===== src/rtl/cmp_debounce_pkg.sv =====
// Shared types and decode helper for the comparator-result debouncer.
package cmp_debounce_pkg;

    typedef logic [1:0] rel_t;

    localparam rel_t REL_UNKNOWN = 2'b00;
    localparam rel_t REL_EQ      = 2'b01;
    localparam rel_t REL_GT      = 2'b10;
    localparam rel_t REL_LT      = 2'b11;

    typedef struct packed {
        logic legal;
        rel_t rel;
    } dec_t;

    // Map a one-hot {eq,gt,lt} code to a relation; anything not one-hot is illegal.
    function automatic dec_t decode_rel(input logic [2:0] code);
        dec_t d;
        d.legal = 1'b1;
        d.rel   = REL_UNKNOWN;
        case (code)
            3'b100:  d.rel = REL_EQ;
            3'b010:  d.rel = REL_GT;
            3'b001:  d.rel = REL_LT;
            default: d.legal = 1'b0;
        endcase
        return d;
    endfunction

endpackage


===== src/rtl/sat_counter.sv =====
// Saturating up-counter with synchronous clear.
module sat_counter #(
    parameter int unsigned W = 8
) (
    input  logic         clk,
    input  logic         rst_n,
    input  logic         clr,
    input  logic         inc,
    output logic [W-1:0] q
);

    logic [W-1:0] cnt_q;

    // Count up on inc, hold at all-ones, clear has priority.
    always_ff @(posedge clk or negedge rst_n) begin
        if (!rst_n) begin
            cnt_q <= '0;
        end else if (clr) begin
            cnt_q <= '0;
        end else if (inc && (cnt_q != {W{1'b1}})) begin
            cnt_q <= cnt_q + 1'b1;
        end
    end

    assign q = cnt_q;

endmodule


===== src/rtl/compare_debounce.sv =====
// Debounces the comparator's one-hot eq/gt/lt stream into a committed relation.
module compare_debounce
    import cmp_debounce_pkg::*;
#(
    parameter int unsigned STABLE_CNT = 4,
    parameter int unsigned CNT_W      = 8
) (
    input  logic             clk,
    input  logic             rst_n,
    input  logic             in_valid,
    input  logic             eq,
    input  logic             gt,
    input  logic             lt,
    input  logic             clear,
    output logic [1:0]       state_out,
    output logic             state_valid,
    output logic             change_pulse,
    output logic             err,
    output logic [CNT_W-1:0] gt_events,
    output logic [CNT_W-1:0] lt_events
);

    localparam int unsigned RUN_W = $clog2(STABLE_CNT + 1);
    localparam logic [RUN_W-1:0] RUN_MAX  = RUN_W'(STABLE_CNT);
    localparam logic [RUN_W-1:0] RUN_LAST = RUN_W'(STABLE_CNT - 1);

    rel_t             state_q, state_d;
    rel_t             cand_q,  cand_d;
    logic [RUN_W-1:0] run_q,   run_d;
    logic             pulse_q, pulse_d;
    logic             err_q,   err_d;
    logic             gt_inc,  lt_inc;
    dec_t             dec;
    logic             reaches;

    // State register: committed relation, candidate run, pulse and sticky error.
    always_ff @(posedge clk or negedge rst_n) begin
        if (!rst_n) begin
            state_q <= REL_UNKNOWN;
            cand_q  <= REL_UNKNOWN;
            run_q   <= '0;
            pulse_q <= 1'b0;
            err_q   <= 1'b0;
        end else begin
            state_q <= state_d;
            cand_q  <= cand_d;
            run_q   <= run_d;
            pulse_q <= pulse_d;
            err_q   <= err_d;
        end
    end

    // Next-state: track the candidate run and commit once it has been stable long enough.
    always_comb begin
        state_d = state_q;
        cand_d  = cand_q;
        run_d   = run_q;
        pulse_d = 1'b0;
        err_d   = err_q;
        gt_inc  = 1'b0;
        lt_inc  = 1'b0;
        dec     = decode_rel({eq, gt, lt});
        reaches = 1'b0;

        if (clear) begin
            state_d = REL_UNKNOWN;
            cand_d  = REL_UNKNOWN;
            run_d   = '0;
            err_d   = 1'b0;
        end else if (in_valid) begin
            if (!dec.legal) begin
                err_d  = 1'b1;
                cand_d = REL_UNKNOWN;
                run_d  = '0;
            end else begin
                if (dec.rel == cand_q) begin
                    // Only the sample that lands exactly on the threshold commits.
                    reaches = (run_q == RUN_LAST);
                    if (run_q != RUN_MAX) begin
                        run_d = run_q + 1'b1;
                    end
                end else begin
                    cand_d  = dec.rel;
                    run_d   = RUN_W'(1);
                    reaches = (STABLE_CNT == 1);
                end
                if (reaches && (dec.rel != state_q)) begin
                    state_d = dec.rel;
                    pulse_d = 1'b1;
                    gt_inc  = (dec.rel == REL_GT);
                    lt_inc  = (dec.rel == REL_LT);
                end
            end
        end
    end

    // Outputs are driven straight from registers.
    always_comb begin
        state_out    = state_q;
        state_valid  = (state_q != REL_UNKNOWN);
        change_pulse = pulse_q;
        err          = err_q;
    end

    sat_counter #(.W(CNT_W)) u_gt_cnt (
        .clk   (clk),
        .rst_n (rst_n),
        .clr   (clear),
        .inc   (gt_inc),
        .q     (gt_events)
    );

    sat_counter #(.W(CNT_W)) u_lt_cnt (
        .clk   (clk),
        .rst_n (rst_n),
        .clr   (clear),
        .inc   (lt_inc),
        .q     (lt_events)
    );

endmodule


===== config.mk =====
export PLATFORM = sky130hd
export DESIGN_NAME = compare_debounce
export DESIGN_NICKNAME = d
export VERILOG_FILES = /design/src/rtl/cmp_debounce_pkg.sv /design/src/rtl/sat_counter.sv /design/src/rtl/compare_debounce.sv
export SDC_FILE = /design/constraint.sdc
export NUM_CORES = 1
export LEC_CHECK = 0
export ABC_AREA = 1
export BUFFER_PORTS_ARGS = -buffer_cell sky130_fd_sc_hd__buf_2
export CORE_MARGIN = 5
export CORE_UTILIZATION = 25
export CTS_CLUSTER_DIAMETER = 150
export CTS_CLUSTER_SIZE = 10
export DETAILED_ROUTE_END_ITERATION = 16
export SYNTH_ARGS = -nofsm -noshare
export SYNTH_HDL_FRONTEND = slang
export SYNTH_SLANG_ARGS = --single-unit

===== constraint.sdc =====
create_clock -name clk -period 2.2 [get_ports clk]
set_input_delay 0.22 -clock clk [delete_from_list [all_inputs] [get_ports clk]]
set_output_delay 0.22 -clock clk [all_outputs]
set_load 0.02 [all_outputs]

## Yosys cells after proc, flatten, opt, wreduce, memory -nomap -nowiden

Cells that the tools add are included.

- Bits of input ports: 7
- Output and inout bits: 21
- Flip-flop bits (word level): 25

- Reductions and logical operators: 14
- Mux-type cells: 38
- Equality and inequality tests: 14
- Add/subtract/negate cells: 3

Operators by type and width:

| kind | number |
|---|---|
| 8-bit 2-to-1 mux | 4 |
| 1-bit 2-to-1 mux | 20 |
| 8-bit by 1-bit adder with 8-bit output (second input constant) | 2 |
| 2-bit 2-to-1 mux | 8 |
| 8-bit != test (second input constant) | 2 |
| 3-bit 2-to-1 mux | 5 |
| 2-bit nonzero test | 6 |
| 3-bit by 2-bit equality test with 1-bit output (second input constant) | 2 |
| 3-bit != test (second input constant) | 2 |
| 2-bit case mux with 3 select lines | 1 |
| 2-bit AND reduction | 3 |
| 2-bit equality test (second input constant) | 2 |
| 4-bit by 3-bit != test with 1-bit output (second input constant) | 1 |
| 3-bit by 1-bit adder with 3-bit output (second input constant) | 1 |
| 3-bit by 1-bit equality test with 1-bit output (second input constant) | 1 |
| 3-bit equality test (second input constant) | 1 |
| 1-bit logical AND | 3 |
| 3-bit AND reduction | 1 |
| 3-bit OR reduction | 1 |
| 2-bit equality test | 1 |
| 2-bit != test | 1 |
| 2-bit != test (second input constant) | 1 |

## Logic depth before layout (Yosys ltp)

Gate-level depths: netlist of run 1.

- Depth after elaboration: 15
- Gate-level depth with buffers: 11

## Hierarchy

Synthesis of run 1 repeated with hierarchy kept, for this count alone.

- Cells, all modules: 240
- Area, all modules: 1,692.9 µm²

By module, submodules not included:

| module | instances | cells an instance | area each (µm²) |
|---|---|---|---|
| sat_counter | 2 | 74 | 511.7 |
| compare_debounce | 1 | 92 | 669.4 |

## Worst setup path before layout of run 1

No wires, ideal clock.

- Path kind: register to register
- Start point: register u_gt_cnt.cnt_q[0] (netlist: u_gt_cnt.q[0])
- End point: register u_gt_cnt.cnt_q[0] (netlist: u_gt_cnt.q[0])
- Required time: 2,081 ps
- Data arrival time: 1,602 ps
- Slack: 479 ps
- Library setup time: 119 ps
- Buffers on the path: 0
- Stages on the path, launching flop included: 10
- Cell sequence: dfrtp_1 ha_1 nand2_1 nor2_1 nand3_1 nand2_1 nor2_1 nand2_2 nand3_1 nand2_1

- Longest elaborated chain between the ends: 3
- Elaborated cells on any way between the ends: 6
- Classes of those cells: 1 x add/sub; 1 x eq/ne; 2 x mux; 2 x reduce/logical

RTL lines:

| element | line | text |
|---|---|---|
| start, declared | sat_counter.sv:12 | `logic [W-1:0] cnt_q;` |
| start signal, assigned | sat_counter.sv:21 | `cnt_q <= cnt_q + 1'b1;` |
| 8-bit by 1-bit adder with 8-bit output or 8-bit != test (tied branches) | sat_counter.sv:21, sat_counter.sv:20 |  |
| 8-bit 2-to-1 mux or 1-bit logical AND (tied branches) | sat_counter.sv:20 | `end else if (inc && (cnt_q != {W{1'b1}})) begin` |
| 8-bit 2-to-1 mux or 2-bit nonzero test (tied branches) | -- |  |

Several ways; a longest one is shown, not always the timed one. The select of a mux whose other input is x is not followed.
A chain may end at the register's enable or synchronous reset.

## Final worst setup path of run 1

- Start point: register u_lt_cnt.cnt_q[0] (netlist: u_lt_cnt.q[0])
- End point: register u_lt_cnt.cnt_q[1] (netlist: u_lt_cnt.q[1])

- Longest elaborated chain between the ends: 3
- Elaborated cells on any way between the ends: 6
- Classes of those cells: 1 x add/sub; 1 x eq/ne; 2 x mux; 2 x reduce/logical

RTL lines:

| element | line |
|---|---|
| start, declared | sat_counter.sv:12 |
| start signal, assigned | sat_counter.sv:21 |
| 8-bit by 1-bit adder with 8-bit output or 8-bit != test (tied branches) | sat_counter.sv:21, sat_counter.sv:20 |
| 8-bit 2-to-1 mux or 1-bit logical AND (tied branches) | sat_counter.sv:20 |
| 8-bit 2-to-1 mux or 2-bit nonzero test (tied branches) | -- |

Several ways; a longest one is shown, not always the timed one. The select of a mux whose other input is x is not followed.

==> results of run 1 <==
-- layout make-up --
| type | instances | share of cell area |
|---|---|---|
| inverters | 37 | 0.0728 |
| well taps | 77 | 0.0505 |
| multi-input cells | 151 | 0.437 |
| clock buffers | 4 | 0.0236 |
| repair buffers | 31 | 0.0879 |
| flip-flops and latches | 25 | 0.328 |
-- kinds of logic (layout without fill, tap and decap cells) --
logic type / after synthesis / after routing
compound gates: 5 / 5
xor+xnor: 11 / 11
fa+ha+maj: 5 / 5
buf+inv: 41 / 72
flops: 25 / 25
simple gates: 130 / 130
-- synthesized netlist by cell type, types with 2 or more instances --
cell type,count
a21oi_1,2
buf_1,2
dfrtp_1,25
ha_1,5
inv_1,30
inv_2,7
nand2_1,53
nand2_2,4
nand3_1,29
nand4_1,24
nor2_1,14
xor2_1,10
-- power breakdown --
part,switching (W),internal (W)
Combinational,0.0000769,0.0000295
Sequential,0.00000457,0.000467
Clock,0.000151,0.000130
Total,0.000232,0.000626
-- per-stage QoR --
stage	std cells	setup slack (ps)
after global placement	320	428
after detailed placement	320	410
final	325	584
after global routing	325	400
after floorplan	217	479
after CTS	325	566
-- worst max path at each step --
stage	endpoint	slack (ps)	startpoint
floorplan	u_gt_cnt.q[0]$_DFFE_PN0P_	480	u_gt_cnt.q[0]$_DFFE_PN0P_
global placement	u_lt_cnt.q[1]$_DFFE_PN0P_	430	eq
detailed placement	u_lt_cnt.q[6]$_DFFE_PN0P_	410	eq
CTS	u_lt_cnt.q[1]$_DFFE_PN0P_	570	u_lt_cnt.q[0]$_DFFE_PN0P_
global route	u_gt_cnt.q[1]$_DFFE_PN0P_	400	u_gt_cnt.q[1]$_DFFE_PN0P_
finish	u_lt_cnt.q[1]$_DFFE_PN0P_	580	u_lt_cnt.q[0]$_DFFE_PN0P_
-- worst max-delay path: stages (launching register included) --
cell and delay [ps]:
dfrtp_1 440, ha_1 260, nand2_1 70, nor2_1 60, nand4_1 60, nor3b_2 290
buf_4 210, nand4_1 90, nand2_1 80
-- routing by layer --
| metal | wire length [µm] | part of all wire | track usage | up-vias |
|---|---|---|---|---|
| li1 | - | - | - | 766 |
| met1 | 1840 | 0.49 | 0.132 | 651 |
| met2 | 1710 | 0.46 | 0.146 | 27 |
| met3 | 175 | 0.047 | 0.0283 | 2 |
| met4 | 23 | 0.0061 | 0.0149 | 0 |
| met5 | 0 | 0 | 0 | - |
-- flip-flops by register name, summed over array words and instances, names as in the netlist --
signal,flops
change_pulse,1
state_out,2
run_q,3
err,1
cand_q,2
u_lt_cnt.q,8
u_gt_cnt.q,8
-- layout by cell type, fill, tap and decap left out --
master,instances
nand3_2,1
ha_1,5
xor2_1,10
nor2_8,1
dfrtp_1,25
buf_2,27
nor2_1,14
a21oi_1,2
nor2_2,1
nor3b_2,1
nand2_1,53
o21a_1,1
nand4_1,24
inv_1,30
o21ai_2,1
inv_2,7
dlygate4sd3_1,1
buf_4,3
clkbuf_8,3
nand3_4,1
nand2_2,4
nand3_1,29
xnor2_1,1
clkbuf_1,1
o21ai_0,1
nor3_1,1
-- timing repair --
item / in CTS / in global routing
hold buffers: 1 / 0
endpoints found under the hold margin: 25 / 0
gates resized for setup: 0 / 0
==> summary.txt, run 1 <==
Synthesis
  – Sequential share of the synthesized area: 0.386
  – Synth Area in XOR/XNOR: 0.0595
  – Synth Area in Adders: 0.0386
  – Synth unique cells: 24
  – Syn. warnings: 0
  – Largest family of logic cells by synthesized area: simple AND/OR/NAND/NOR gates
  – Synth Area in Compound Gates: 0.0193
  – Largest cells by area after synthesis: dfrtp_1, nand2_1, nand4_1
  – Post-synthesis cell count: 217
  – EDFF count, synth: 0
  – Area leader, netlist: dfrtp_1
  – Yosys reg bits: 25
  – Avg Inst Size Synth: 7.47 µm²
  – Mux contribution to synthesized area: 0
  – Post-synth ARST share: 1.00
  – Mapped Area: 0.00162 mm²
  – Simple-Gate Fraction of Synth Area: 0.397
  – Synth Flop Type: dfrtp_1
  – Area share of the largest cell type after synthesis: 0.386
  – Post-Syn Nets: about 230

Floorplanning
  – Top Ports: 28
  – Chip width: 90.5 µm
  – Die Height: between 90 and 100 µm
  – Die area: between 0.008 and 0.009 mm²
  – Initial Util: 0.257
  – CORE AREA: 0.00631 mm²
  – Row count: 29

Setup path
  – CP Data Arrival Time: approximately 1800 ps
  – CP Max Fanout: 6
  – WS Path Type: flip-flop to flip-flop
  – Worst Reg2Reg Path Length in Cells: 8
  – R2r endpoint: u_lt_cnt.q[1]$_DFFE_PN0P_
  – Worst r2r src: u_lt_cnt.q[0]$_DFFE_PN0P_
  – CP Data Required Time: 2410 ps
  – Critical Path Start Type: flip-flop
  – Reg2Reg Setup Slack: approximately 600 ps
  – CP Capture Type: flip-flop

Global route
  – First-pass GRT wire length: 6440 µm
  – Initial antenna violation count: 0
  – Grt ovf: 0
  – Gr usage total: 0.0943
  – Vias in the first global route: 1339
  – Maximum number of pins on one net before global-route repair: 34

Final layout
  – Area of the multi-input gates: approximately 830 µm²
  – Filler cells: 707
  – Final Cell Area: 0.00191 mm²
  – Layout cells sized above 1: 0.202
  – Post-layout nets: 261
  – Reg area: 626 µm²
  – Fin util: 0.302
  – N_diodes: 0
  – Area Growth Syn to Fin: 17.7%

Timing
  – Hold Violations, Final: 0
  – RSZ-0062 raised after global routing: false
  – Normalized max-slew margin: 0.602
  – Tightest hold margin: about 170 ps
  – Skew final: 4.97 ps
  – Pins Over Slew Limit: 0
  – Setup TNS: 0 ps
  – Least-Margin Pin Slew: a little under 600 ps
  – Final Cycle Share: 0.735
  – Final setup fails: 0
  – Max Fclk: about 0.62 GHz
  – Fin crit period: 1620 ps

CTS
  – Clk sink count: 25
  – Htree depth: 1
  – Clk_lat worst skew: approximately 270 ps
  – Clk slew on worst S/H paths: 90 ps
  – CTS root buffer: clkbuf_8
  – CTS Buf Count: 3
  – Worst-case clock buffer depth: 2
  – Setup Fix Bufs, Post-CTS: 0
  – CTS tree: yes

Route
  – Vias post-DR: 1446
  – Starting DRC count in detailed routing: 51
  – WL final: 3750 µm
  – Detail Route Antenna Nets: 0
  – Residual DRC: 0
  – DR WL/cell: roughly 12 µm
  – DRT Pass-1 Iters: 4
  – Via-to-Cell Ratio: 4.45

Pwr
  – Lkg Pwr: 1.15 nW
  – Peak VDD IR: 0.000242 V
  – Power per cell area: 450 mW/mm²
  – Power Total: ~0.00086 W

Placed design
  – DP HPWL: 2830 µm
  – Placed Area: 0.00185 mm²
  – Gpl congestion: roughly 0.83
  – Port Buffers: 27

Flow run
  – Max-cap viol count: 0

Worst hold path
  – Worst Hold Depth: 2
  – Hold path startpoint: clear
  – Worst hold endpoint: change_pulse$_DFF_PN0_
  – Worst Hold Class: primary input to flip-flop

Run status
  – Status: complete, no violations
No activity file was read; power rests on OpenSTA's default activity.
==> run 2: changes to the inputs <==
- ABC_AREA: 1 -> 0
- clock period: 2.2 -> 1.33 ns (I/O delays scaled with it)
==> run 2 against run 1 <==
Against the previous run:
- via count grew 13%
- setup slack worse by 1200 ps
- clock skew is 3.9 ps higher
- critical path depth shrank 3
- final cell count increased by 4.6%
- hold slack gained 2.3 ps
- the flow now finishes with violations (setup timing)
- critical path type unchanged
- wire length up 27%
- utilization is 12 points higher
- sequential power increased by 64%
- global-route usage rose by 2.2 points
==> summary.txt, run 2 <==
Final layout
  – Post-layout nets: 276 (+5.7%)
  – Commonest non-fill, non-tap cell in the layout: buf_4
  – Reg area: 629 µm² (+0.60%)
  – Layout cells sized above 1: 0.570 (+0.369)
  – Fin util: 0.425 (+0.123)
  – Commonest cells after routing, fill and taps aside: buf_4, buf_2, nor2_1
  – N_diodes: 0 (unchanged)
  – Area Growth Syn to Fin: 65.6%
  – Area of the multi-input gates: 0.00122 mm² (+47%)
  – Filler cells: 629 (-11%)
  – Non-Filler Instances: 340 (+4.6%)

Timing
  – Hold Violations, Final: 0 (unchanged)
  – Final Cycle Share: 1.46 (+0.727)
  – Max Fclk: 0.515 GHz (-17%)
  – Fin crit period: 1940 ps (+327 ps)
  – Tightest hold margin: 174 ps (+2.25 ps)
  – Normalized max-slew margin: 0.595 (-0.00740)
  – Skew final: 8.87 ps (+3.90 ps)
  – RSZ-0062 raised after global routing: true
  – Setup TNS: -9090 ps (-9090 ps)
  – Least-Margin Pin Slew: 608 ps (+11.1 ps)
  – Pins Over Slew Limit: 0 (unchanged)
  – Worst Setup Slack, final: -613 ps (-1200 ps)
  – Final setup fails: 23 (+23)

Setup path
  – Critical Path Start Type: flip-flop
  – Reg2Reg Setup Slack: -610 ps (-1200 ps)
  – Slowest-stage cell, CP: dfrtp_2
  – CP Max Fanout: 7 (+1)
  – Crit-path cells: a2111oi_4 -> buf_4 -> nand4_1 -> or4_1 -> a21oi_2
  – Worst r2r src: state_out[0]$_DFFE_PN0P_
  – CP top delay family: compound AO/OA/AOI/OAI gates
  – R2r endpoint: u_lt_cnt.q[7]$_DFFE_PN0P_
  – CP Data Required Time: 1530 ps (-880 ps)
  – WS Path Type: flip-flop to flip-flop
  – Worst Reg2Reg Path Length in Cells: 5 (-3)
  – Worst path max stage delay: 470 ps (+30 ps)
  – CP bufs+invs: 1 (unchanged)
  – CP Capture Type: flip-flop
  – CP Data Arrival Time: 2150 ps (+320 ps)

CTS
  – Clk sink count: 25 (unchanged)
  – Worst-case clock buffer depth: 2 (unchanged)
  – CTS tree: yes
  – Clk_lat worst skew: 280 ps (about the same)
  – Htree depth: 1 (unchanged)
  – CTS root buffer: clkbuf_8
  – CTS Buf Count: 3 (unchanged)
  – Clk slew on worst S/H paths: 100 ps (about the same)

Synthesis
  – Simple-Gate Fraction of Synth Area: 0.275 (-0.122)
  – Sequential share of the synthesized area: 0.386 (about the same)
  – Mux contribution to synthesized area: 0.0665 (+0.0665)
  – Mapped Area: 0.00162 mm² (about the same)
  – Top-count cell post-synth: nor2_1
  – EDFF count, synth: 0 (unchanged)
  – Largest cells by area after synthesis: dfrtp_1, nor2_1, mux2_2
  – Syn. warnings: 0 (unchanged)
  – Avg Inst Size Synth: 9.36 µm² (+25%)
  – Area share of the largest cell type after synthesis: 0.386 (about the same)
  – Largest family of logic cells by synthesized area: simple AND/OR/NAND/NOR gates
  – Post-Syn Nets: 185 (-19%)
  – Synth Flop Type: dfrtp_1
  – Yosys reg bits: 25 (unchanged)
  – Post-synth ARST share: 1.00 (unchanged)
  – Synth Area in XOR/XNOR: 0.0270 (-0.0324)
  – Synth Area in Adders: 0.0456 (+0.00699)
  – Synth Area in Compound Gates: 0.148 (+0.128)
  – Area leader, netlist: dfrtp_1
  – Post-synthesis cell count: 173 (-20%)
  – Post-synth top cells: nor2_1, dfrtp_1, a21oi_1, nor2b_1, nand2_1
  – Synth unique cells: 44 (+83%)

Floorplanning
  – Die Height: 90.5 µm (about the same)
  – Die area: 0.00819 mm² (about the same)
  – CORE AREA: 0.00631 mm² (unchanged)
  – Row count: 29 (unchanged)
  – Top Ports: 28 (unchanged)
  – Chip width: 90.5 µm (about the same)
  – Initial Util: 0.256 (about the same)

Placed design
  – DP HPWL: 3280 µm (+16%)
  – Gpl congestion: 0.798 (-4.2%)
  – Cells after DPL: 323 (+0.94%)
  – Port Buffers: 27 (unchanged)

Route
  – WL final: 4770 µm (+27%)
  – Vias post-DR: 1636 (+13%)
  – Via-to-Cell Ratio: 4.81 (+8.1%)
  – Starting DRC count in detailed routing: 61 (+20%)
  – Detail Route Antenna Nets: 0 (unchanged)
  – DRT Pass-1 Iters: 4 (unchanged)
  – Residual DRC: 0 (unchanged)
  – DR WL/cell: 14.0 µm (+22%)

Pwr
  – Power Total: 0.00158 W (+84%)
  – Lkg Pwr: 1.26 nW (+9.4%)
  – Peak VDD IR: 0.000317 V (+31%)
  – Power per cell area: 589 mW/mm² (+31%)

Worst hold path
  – Worst Hold Class: primary input to flip-flop
  – Worst hold endpoint: cand_q[1]$_DFFE_PN0P_
  – Hold path startpoint: clear
  – Worst Hold Depth: 2 (unchanged)

Flow run
  – Max-cap viol count: 0 (unchanged)

Global route
  – Initial antenna violation count: 0 (unchanged)
  – Grt ovf: 0 (unchanged)
  – Vias in the first global route: 1710 (+28%)
  – Maximum number of pins on one net before global-route repair: 26 (-24%)
  – Gr usage total: 0.116 (+0.0218)
  – First-pass GRT wire length: 8070 µm (+25%)

Run status
  – Failing checks: setup timing
  – Status: finished, violations left
[run 2: cell count changes after synthesis, sizes merged, moves of 9 or more]
cell and delta:
xor2 -10, nand4 -18, nor2b +9, nand3 -27, nand2 -49, inv -31, nor2 +11
[run 2: kinds of logic after synthesis]
kind of cell,after synthesis
simple gates,80
compound gates,32
fa+ha+maj,6
buf+inv,15
mux,10
xor+xnor,5
flops,25
[run 2: worst max path at each step]
stage	startpoint	endpoint	slack (ps)	depth (start not counted)
6_report	state_out[0]$_DFFE_PN0P_	u_lt_cnt.q[7]$_DFFE_PN0P_	-610	5
2_1_floorplan	run_q[0]$_DFFE_PN0P_	u_lt_cnt.q[5]$_DFFE_PN0P_	-550	7
3_3_place_gp	run_q[1]$_DFFE_PN0P_	u_gt_cnt.q[3]$_DFFE_PN0P_	-520	8
5_1_grt	state_out[0]$_DFFE_PN0P_	u_lt_cnt.q[7]$_DFFE_PN0P_	-680	5
4_1_cts	run_q[1]$_DFFE_PN0P_	u_lt_cnt.q[5]$_DFFE_PN0P_	-520	7
3_5_place_dp	cand_q[0]$_DFFE_PN0P_	u_gt_cnt.q[3]$_DFFE_PN0P_	-620	6
[run 2: area by class of cell]
class	instances	share of cell area
clock buffer	4	0.0168
inverter	6	0.00840
timing repair buffer	94	0.249
sequential	25	0.235
tap	77	0.0359
multi-input combinational	134	0.455
[run 2: what timing repair did]
item / 4_1_cts / 5_1_grt
setup endpoints to repair: 23 / 23
pin swaps: 10 / 11
hold buffers: 1 / 0
hold endpoints to repair: 25 / 0
resized for setup: 35 / 17
gates cloned: 2 / 0
buffers inserted: 9 / 5
[run 2: power breakdown]
group	total [W]	internal, W	switching, W
registers	0.000774	0.000768	0.00000672
logic	0.000328	0.000151	0.000177
clock network	0.000477	0.000215	0.000262
[run 2: layer usage]
layer	vias to the layer above	wire, µm	global-route usage	part of all wire
met3	8	188	0.0233	0.039
met4	0	82	0.0261	0.017
met1	796	2090	0.149	0.44
met5	-	0	0	0
met2	30	2410	0.200	0.50
li1	802	-	-	-
[run 2: per-stage QoR]
stage	area [µm²]	worst slack [ps]
6_report	2680	-613
5_1_grt	2680	-684
4_1_cts	2600	-522
3_5_place_dp	2290	-623
3_3_place_gp	2290	-520
2_1_floorplan	1710	-547
==> run 3: changes to the inputs <==
==> constraint.sdc (replaced) <==
create_clock -name clk -period 2.3 [get_ports clk]
set_input_delay 0.46 -clock clk [delete_from_list [all_inputs] [get_ports clk]]
set_output_delay 0.46 -clock clk [all_outputs]
set_load 0.02 [all_outputs]
==> run 3 against run 2 <==
Against the previous run:
- the run now ends clean
- hold slack gained 1.9 ps
- register-to-register slack better by 870 ps
- largest cell class unchanged
- setup slack improved by 870 ps
- first-iteration DRC count grew 46%
- flip-flop and latch count stayed put
- wire length down 23%
==> summary.txt, run 3 (synthesized netlist as in run 2, its figures left out) <==
CTS
  – CTS Buf Count: 3 (unchanged)
  – Resize count post-CTS: 0 (-100%)
  – Clk sink count: 25 (unchanged)
  – Worst-case clock buffer depth: 2 (unchanged)
  – Clk slew on worst S/H paths: 100 ps (about the same)
  – CTS root buffer: clkbuf_8
  – CTS tree: yes
  – Htree depth: 1 (unchanged)
  – Clk_lat worst skew: 270 ps (about the same)
  – Setup Fix Bufs, Post-CTS: 0 (-9)
  – Hold Buf Count CTS: 0 (-1)

Floorplanning
  – Die area: 0.00819 mm² (unchanged)
  – Row count: 29 (unchanged)
  – Initial Util: 0.256 (unchanged)
  – Top Ports: 28 (unchanged)
  – Chip width: 90.5 µm (unchanged)
  – CORE AREA: 0.00631 mm² (unchanged)
  – Die Height: 90.5 µm (unchanged)

Route
  – Starting DRC count in detailed routing: 89 (+46%)
  – DRT Pass-1 Iters: 4 (unchanged)
  – DR WL/cell: 13.1 µm (-6.7%)
  – Residual DRC: 0 (unchanged)
  – Detail Route Antenna Nets: 0 (unchanged)
  – WL final: 3680 µm (-23%)
  – Vias post-DR: 1350 (-17%)
  – Via-to-Cell Ratio: 4.80 (-0.16%)

Timing
  – RSZ-0062 raised after global routing: false
  – Normalized max-slew margin: 0.608 (+0.0135)
  – Setup TNS: 0 ps (+9090 ps)
  – Final Cycle Share: 0.887 (-0.574)
  – Fin crit period: 2040 ps (+96.5 ps)
  – Least-Margin Pin Slew: 587 ps (-20.2 ps)
  – Final setup fails: 0 (-100%)
  – Max Fclk: 0.490 GHz (-4.7%)
  – Skew final: 2.56 ps (-6.31 ps)
  – Pins Over Slew Limit: 0 (unchanged)
  – Worst Setup Slack, final: 260 ps (+873 ps)
  – Hold Violations, Final: 0 (unchanged)

Setup path
  – Worst Setup SP: run_q[0]$_DFFE_PN0P_
  – Critical Path Start Type: flip-flop
  – CP Max Fanout: 6 (-1)
  – CP Capture Type: flip-flop
  – Critical Path End: u_lt_cnt.q[5]$_DFFE_PN0P_
  – R2r endpoint: u_lt_cnt.q[5]$_DFFE_PN0P_
  – CP Data Required Time: 2470 ps (+940 ps)
  – Worst Reg2Reg Path Length in Cells: 7 (+2)
  – Worst r2r src: run_q[0]$_DFFE_PN0P_
  – Reg2Reg Setup Slack: 260 ps (+870 ps)
  – CP Data Arrival Time: 2210 ps (+60 ps)
  – WS Path Type: flip-flop to flip-flop

Pwr
  – Power per cell area: 434 mW/mm² (-26%)
  – Lkg Pwr: 0.880 nW (-30%)
  – Peak VDD IR: 0.000216 V (-32%)

Global route
  – Initial antenna violation count: 0 (unchanged)
  – Maximum number of pins on one net before global-route repair: 27 (+3.8%)
  – Grt ovf: 0 (unchanged)
  – Gr usage total: 0.0929 (-0.0232)
  – Vias in the first global route: 1339 (-22%)
  – First-pass GRT wire length: 6430 µm (-20%)

Run status
  – Status: complete, no violations

Placed design
  – Gpl congestion: 0.753 (-5.6%)
  – Port Buffers: 27 (unchanged)
  – Cells after DPL: 277 (-14%)
  – DP HPWL: 2670 µm (-19%)
  – Pre-CTS setup slack: 59.7 ps (+683 ps)

Final layout
  – Commonest cells after routing, fill and taps aside: nor2_1, buf_2, dfrtp_1
  – Fin util: 0.301 (-0.123)
  – N_diodes: 0 (unchanged)
  – Layout cells sized above 1: 0.279 (-0.291)
  – Area Growth Syn to Fin: 17.5%
  – Non-Filler Instances: 281 (-17%)
  – Post-layout nets: 217 (-21%)

Flow run
  – Max-cap viol count: 0 (unchanged)

Worst hold path
  – Worst Hold Class: primary input to async pin
==> run 3: cell count changes in the layout (fill, tap and decap cells not counted), moves of 3 or more <==
cell,previous run,this run
a21oi_1,2,9
a21oi_2,7,0
a31o_2,1,4
a31o_4,3,0
buf_4,59,9
buf_6,7,0
dfrtp_1,22,25
dfrtp_2,3,0
ha_1,2,5
mux2_2,0,6
mux2_4,6,0
nand2_1,5,8
nor3_1,0,3
==> run 3: routing by layer <==
metal | global-route usage | vias to the layer above | part of all wire
met5 | 0 | - | 0
met1 | 0.129 | 637 | 0.53
met3 | 0.0250 | 2 | 0.041
li1 | - | 688 | -
met2 | 0.142 | 23 | 0.42
met4 | 0.0236 | 0 | 0.0079
==> run 3: how the worst min path moves through the flow <==
stage / from / slack, ps / endpoint / cells past startpoint
after floorplan: rst_n / 160 / cand_q[0]$_DFFE_PN0P_ / 0
after global placement: err$_DFFE_PN0P_ / 480 / err$_DFFE_PN0P_ / 2
after detailed placement: err$_DFFE_PN0P_ / 480 / err$_DFFE_PN0P_ / 2
after CTS: rst_n / 190 / u_lt_cnt.q[1]$_DFFE_PN0P_ / 1
after global routing: rst_n / 210 / u_lt_cnt.q[1]$_DFFE_PN0P_ / 1
final: rst_n / 180 / u_lt_cnt.q[4]$_DFFE_PN0P_ / 1
==> run 3: metrics by stage <==
stage	total power, W	area [µm²]	hold slack [ps]
after CTS	0.000841	1900	191
after floorplan	0.000532	1620	164
final	0.000825	1900	176
after global routing	0.000876	1900	212
after global placement	0.000563	1860	482
after detailed placement	0.000564	1860	480
==> run 3: final cells by class <==
type | instances | area (µm²)
multi-input combinational | 133 | 910
tap | 77 | 96.3
fill | 699 | 4410
clock inverter | 1 | 5.00
sequential | 25 | 626
inverter | 6 | 22.5
clock buffer | 3 | 41.3
timing repair buffer | 36 | 203
==> run 3: power breakdown <==
| group | internal, W | switching [W] |
|---|---|---|
| sequential | 0.000444 | 0.00000480 |
| clock | 0.000121 | 0.000150 |
| combinational | 0.0000386 | 0.0000664 |
==> run 3: worst max-delay path: stages, from the launching register on <==
cell      delay, ps
dfrtp_1         430
ha_1            170
ha_1            180
nand2_1          90
a221o_1         350
nand4b_4        200
nor3_1          160
mux2_2          350
